<file path="config.mk">
export PLATFORM = sky130hd
export DESIGN_NAME = seg_scan_driver
export DESIGN_NICKNAME = d
export VERILOG_FILES = /design/src/rtl/seg_scan_driver_pkg.sv /design/src/rtl/seg_scan_driver_mod_counter.sv /design/src/rtl/seg_scan_driver.sv
export SDC_FILE = /design/constraint.sdc
export NUM_CORES = 1
export LEC_CHECK = 0
export ABC_AREA = 0
export CORE_MARGIN = 2
export CORE_UTILIZATION = 50
export DETAILED_ROUTE_END_ITERATION = 10
export PLACE_DENSITY = 0.84
export SLEW_MARGIN = 20
export SYNTH_ARGS = -nofsm -noshare
export SYNTH_HDL_FRONTEND = slang
export SYNTH_HIERARCHICAL = 1
export SYNTH_SLANG_ARGS = --single-unit
</file>
<file path="constraint.sdc">
create_clock -name clk -period 3.3 [get_ports clk]
set_input_delay 0.33 -clock clk [delete_from_list [all_inputs] [get_ports clk]]
set_output_delay 0.33 -clock clk [all_outputs]
set_load 0.05 [all_outputs]
</file>
<file path="src/rtl/seg_scan_driver_pkg.sv">
`default_nettype none
// ============================================================================
//  Module      : seg_scan_driver_pkg
//  Description : Shared constants and parameter legality check for the
//                multiplexed seven-segment scan driver.
//  Revision    : 1.0  initial release
// ============================================================================
package seg_scan_driver_pkg;

    localparam int         NUM_DIGITS = 4;
    localparam logic [6:0] SEG_OFF    = 7'h7F;  // all segments dark (active-low bus)
    localparam logic [3:0] AN_OFF     = 4'hF;   // all anodes off (active-low)

    // Legal configuration: a slot needs at least one blank clock and at
    // least one lit clock; the blink half-period is at least one frame.
    function automatic bit params_legal(input int scan_div,
                                        input int blank_cyc,
                                        input int blink_div);
        return (scan_div >= 2) && (blank_cyc >= 1) &&
               (blank_cyc < scan_div) && (blink_div >= 1);
    endfunction

endpackage : seg_scan_driver_pkg
`default_nettype wire

</file>
<file path="src/rtl/seg_scan_driver_mod_counter.sv">
`default_nettype none
// ============================================================================
//  Module      : mod_counter
//  Description : Modulo-N up counter with count enable, synchronous clear
//                and a combinational wrap pulse (high while enabled at N-1).
//  Ports       : clk, reset_n (async, active-low), en, clr,
//                count [W-1:0], wrap
//  Revision    : 1.0  initial release
// ============================================================================
module mod_counter #(
    parameter int N = 4,
    parameter int W = (N > 1) ? $clog2(N) : 1
) (
    input  logic         clk,
    input  logic         reset_n,
    input  logic         en,
    input  logic         clr,
    output logic [W-1:0] count,
    output logic         wrap
);

    logic [W-1:0] r_count;

    assign wrap  = en && (r_count == W'(N - 1));
    assign count = r_count;

    always_ff @(posedge clk or negedge reset_n) begin
        if (!reset_n) begin
            r_count <= '0;
        end else if (clr) begin
            r_count <= '0;
        end else if (en) begin
            r_count <= wrap ? '0 : r_count + W'(1);
        end
    end

endmodule : mod_counter
`default_nettype wire

</file>
<file path="src/rtl/seg_scan_driver.sv">
`default_nettype none
// ============================================================================
//  Module      : seg_scan_driver
//  Description : Time-multiplexed driver for a four-digit common-anode
//                seven-segment display. Digit patterns are snapshotted once
//                per frame; each digit slot starts with a blank interval to
//                suppress ghosting. Optional per-digit blinking.
//  Ports       : clk, reset_n (async, active-low), enable,
//                digit0..digit3 [6:0] (active-high), blinkMask [3:0],
//                seg [6:0] (active-low), an [3:0] (active-low),
//                frameStart (pulse after each snapshot)
//  Build macro : SEG_SCAN_BLINK_EN - include blink mask / frame counter.
//  Revision    : 1.0  initial release
// ============================================================================
module seg_scan_driver
    import seg_scan_driver_pkg::*;
#(
    parameter int SCAN_DIV  = 1000,
    parameter int BLANK_CYC = 1,
    parameter int BLINK_DIV = 50
) (
    input  logic       clk,
    input  logic       reset_n,
    input  logic       enable,
    input  logic [6:0] digit0,
    input  logic [6:0] digit1,
    input  logic [6:0] digit2,
    input  logic [6:0] digit3,
    input  logic [3:0] blinkMask,
    output logic [6:0] seg,
    output logic [3:0] an,
    output logic       frameStart
);

    localparam int CNT_W = (SCAN_DIV > 1) ? $clog2(SCAN_DIV) : 1;
    localparam int IDX_W = $clog2(NUM_DIGITS);

    generate
        if (!params_legal(SCAN_DIV, BLANK_CYC, BLINK_DIV)) begin : g_param_check
            $fatal(1, "seg_scan_driver: illegal SCAN_DIV/BLANK_CYC/BLINK_DIV");
        end
    endgenerate

    logic [CNT_W-1:0] w_cnt;
    logic             w_cnt_wrap;
    logic [IDX_W-1:0] r_idx;
    logic [6:0]       r_shadow [NUM_DIGITS];
    logic             w_snap;
    logic             w_blank_digit;
    logic [6:0]       w_seg_nxt;
    logic [3:0]       w_an_nxt;
    logic [6:0]       r_seg;
    logic [3:0]       r_an;
    logic             r_frame_start;

    // Slot counter; dropping enable parks it at zero so the first enabled
    // edge afterwards is a snapshot edge.
    mod_counter #(.N(SCAN_DIV), .W(CNT_W)) u_slot_cnt (
        .clk     (clk),
        .reset_n (reset_n),
        .en      (enable),
        .clr     (!enable),
        .count   (w_cnt),
        .wrap    (w_cnt_wrap)
    );

    assign w_snap = enable && (r_idx == '0) && (w_cnt == '0);

    always_ff @(posedge clk or negedge reset_n) begin
        if (!reset_n) begin
            r_idx <= '0;
        end else if (!enable) begin
            r_idx <= '0;
        end else if (w_cnt_wrap) begin
            r_idx <= r_idx + IDX_W'(1);
        end
    end

    always_ff @(posedge clk or negedge reset_n) begin
        if (!reset_n) begin
            for (int i = 0; i < NUM_DIGITS; i++) begin
                r_shadow[i] <= '0;
            end
        end else if (w_snap) begin
            r_shadow[0] <= digit0;
            r_shadow[1] <= digit1;
            r_shadow[2] <= digit2;
            r_shadow[3] <= digit3;
        end
    end

`ifdef SEG_SCAN_BLINK_EN
    logic [3:0]  r_mask_shadow;
    logic        r_blink_phase;
    logic        w_frame_wrap;
    logic [((BLINK_DIV > 1) ? $clog2(BLINK_DIV) : 1)-1:0] w_frame_cnt_unused;

    // Counts snapshots; wraps once per blink half-period.
    mod_counter #(.N(BLINK_DIV)) u_frame_cnt (
        .clk     (clk),
        .reset_n (reset_n),
        .en      (w_snap),
        .clr     (1'b0),
        .count   (w_frame_cnt_unused),
        .wrap    (w_frame_wrap)
    );

    always_ff @(posedge clk or negedge reset_n) begin
        if (!reset_n) begin
            r_mask_shadow <= '0;
            r_blink_phase <= 1'b0;
        end else begin
            if (w_snap) begin
                r_mask_shadow <= blinkMask;
            end
            if (w_frame_wrap) begin
                r_blink_phase <= !r_blink_phase;
            end
        end
    end

    assign w_blank_digit = r_blink_phase && r_mask_shadow[r_idx];
`else
    logic w_blink_mask_unused;
    assign w_blink_mask_unused = ^blinkMask;
    assign w_blank_digit       = 1'b0;
`endif

    // Next output values from the pre-edge position and current shadow.
    always_comb begin
        w_an_nxt  = AN_OFF;
        w_seg_nxt = SEG_OFF;
        if (enable && (w_cnt >= CNT_W'(BLANK_CYC))) begin
            w_an_nxt  = ~(4'b0001 << r_idx);
            w_seg_nxt = w_blank_digit ? SEG_OFF : ~r_shadow[r_idx];
        end
    end

    always_ff @(posedge clk or negedge reset_n) begin
        if (!reset_n) begin
            r_seg         <= SEG_OFF;
            r_an          <= AN_OFF;
            r_frame_start <= 1'b0;
        end else begin
            r_seg         <= w_seg_nxt;
            r_an          <= w_an_nxt;
            r_frame_start <= w_snap;
        end
    end

    assign seg        = r_seg;
    assign an         = r_an;
    assign frameStart = r_frame_start;

endmodule : seg_scan_driver
`default_nettype wire

</file>
==> impl_metrics.ini <==
[run_status]
status = completed

[layout]
nNetsFinal = 258
syn2layout_area_growth_pct = 23.76
nFillCells = 343
antenna_cells = 0
drive_gt1_share_pct = 26.03

[logic_synthesis]
seq_area_frac_synth_pct = 54.88
synth_nets = 214
synth.avg_cell_area_um2 = 13.77
synth_area_leaders = dfrtp_1 (43%), dfstp_2 (12%), mux2_2 (7.5%)
synthCells = 174
synth_top_area_share_pct = 42.82
yosys_warnings = 6
netlist_area_um2 = 2396
yosys_register_bits = 52
yosysTopAreaCell = dfrtp_1
yosys.cell_types.count = 37

[routing]
dr.pass1.iters = 4
ant_nets = 0
drt_first_iter_violations = 74
vias_per_cell = 5.608
wl_per_cell_um = 15.41
drc_errors = 0
routed-via-count = 1531
wl_um = 4208

[setup_path]
arrival_ns = 2.39
cp_slowest_cell = dfrtp_1
crit_fanout = 29
required_ns = 3.50
reg2reg_from = r_idx[0]
slowest_delay_ns = 0.73
cp-end-kind = flop
crit_type = reg -> reg
cp_cell_sequence = inv_1 -> ha_1 -> and2_1 -> nand4_1 -> buf_4 -> mux2_2
startpoint = r_idx[0]
startpoint_type = flop

[cts]
cts_buffers = 5
post_cts_buffers = 0
clkTransAtPathRegs_ns = 0.10
ctsHoldBuffers = 0
clock-sinks = 52
ctsRootBufferMaster = clkbuf_8
cts_resized = 0
cts_buffer_depth = 2
htree_levels = 2
insertion_delay_ns = 0.32
cts_tree = built

[floorplanning]
dieArea_um2 = 5362
start_util_pct = 51.41
fp.dieH_um = 73.23
fp.dieW_um = 73.23
num_io_pins = 47
rows = 25
core_um2 = 4661

[global_routing]
grt_pass1_wl_um = 7065
grt-ovfl-total = 0
grt_pass1_vias = 1497
antenna_found_initial = 0
grt_usage_pct = 17.46
grt_max_degree = 53

[pwr]
peakVddDrop_mv = 0.4209
power.total_w = 0.001631
power_leakage_nw = 1.209
p_per_area_nw_per_um2 = 550.1

[timing]
rsz0062_at_grt = false
hold_viol = 0
worstMarginPinSlew_ns = 0.9345
relSlewSlack_pct = 37.41
fmax_mhz = 457.6
period_minus_slack_ns = 2.185
setup_viol = 0
finalClockSkew_ns = 0.01322
tns_ns = 0
slew_viol_final = 0
min_period_over_period_pct = 66.22

[worst_hold_path]
hold_path_class = in -> async

[place]
place.gp.congestion = 0.8711
post-dp-hpwl_um = 2977
numPortBuffers = 42

[flow_run]
maxCapViolCount = 0
-- layout by cell type (no fill, tap or decap), types with 5 or more instances in the layout --
cell type and count:
ha_1 5, dfstp_2 11, clkdlybuf4s50_1 41, inv_1 9, dfrtp_1 41, mux2_2 16, nand2_1 16, clkbuf_8 5
nor2_1 7, mux4_2 7, mux2_4 9
-- flip-flops by register name (all words and copies together) (netlist names) --
name / count
r_shadow: 28
frameStart: 1
seg: 7
u_slot_cnt/count: 10
an: 4
r_idx: 2
-- through the flow --
stage	setup slack, ns	cells	hold slack (ns)	utilization [%]	cell area [µm²]
detailed placement	1.023	265	0.4807	61.18	2851
global placement	1.096	265	0.4731	61.18	2851
floorplan	1.351	174	0.03441	-	2396
global route	0.8960	273	0.07448	63.62	2965
CTS	1.061	273	0.2611	63.57	2963
finish	1.115	273	0.02114	63.62	2965
-- critical path, delay by kind of cell, from the launching register on --
family        cells  cell delay, ns
fa+ha+maj         1            0.22
buf+inv           2            0.51
flops             1            0.73
mux               1            0.38
simple gates      2            0.23
-- kinds of logic (layout without fill, tap and decap cells) --
| family | count (synthesis) | in the layout | share of synthesized area (%) |
|---|---|---|---|
| DFF | 52 | 52 | 54.88 |
| and+or+nand+nor | 42 | 42 | 10.65 |
| muxes | 36 | 36 | 21.57 |
| AOI/OAI and AO/OA | 21 | 21 | 6.319 |
| buffers and inverters | 15 | 60 | 2.872 |
| adders and majority gates | 5 | 5 | 2.611 |
| xor gates and xnor gates | 3 | 3 | 1.097 |
-- Yosys cell counts (all sizes together) --
master    n
mux2i     1
xnor2     1
o311ai    2
ha        5
mux2     28
o2111ai   1
or3       3
o211ai    3
a31oi     1
nor4      2
dfrtp    41
nor2      7
a21oi     4
nor3      1
inv       9
nand4     2
buf       5
o21ai     4
clkbuf    1
or4       2
mux4      7
nand3     5
nand2    16
dfstp    11
and2      1
or4b      1
o31ai     4
o22ai     2
nand4bb   2
xor2      2
-- power breakdown --
| part | internal [W] | total (W) | switching (W) |
|---|---|---|---|
| Clock | 0.000229 | 0.000443 | 0.000214 |
| Sequential | 0.000766 | 0.000829 | 0.0000630 |
| Combinational | 0.000208 | 0.000359 | 0.000151 |
| Total | 0.00120 | 0.00163 | 0.000428 |
-- area by class of cell --
cell class              count  area [µm²]  share of cell area [%]
inverters                   9       33.78                   1.139
clock inverters             2       38.79                   1.308
repair buffers             43       425.4                   14.35
flip-flops and latches     52        1315                   44.35
multi-input cells         107        1012                   34.14
well taps                  54       67.56                   2.278
clock buffers               6       72.57                   2.447
-- final timing paths --
check | cells after the start | slack, ns | end
worst max-delay path | 6 | 1.11 | r_shadow[20]
worst min-delay path | 1 | 0.02 | frameStart
worst max register to register | 6 | 1.11 | r_shadow[20]
worst min register to register | 1 | 0.49 | r_shadow[16]
max in group asynchronous | 1 | 2.85 | u_slot_cnt/count[9]
min in group clk | 1 | 0.49 | r_shadow[16]
-- layer usage --
metal / up-vias / GRT usage [%] / share of wire [%]
met1: 776 / 23.38 / 44
met3: 6 / 4.282 / 3.6
met5: - / 0 / 0
met2: 31 / 27.73 / 51
li1: 718 / - / -
met4: 0 / 6.173 / 1.6
Note: power is estimated with default switching activity, not from simulation.
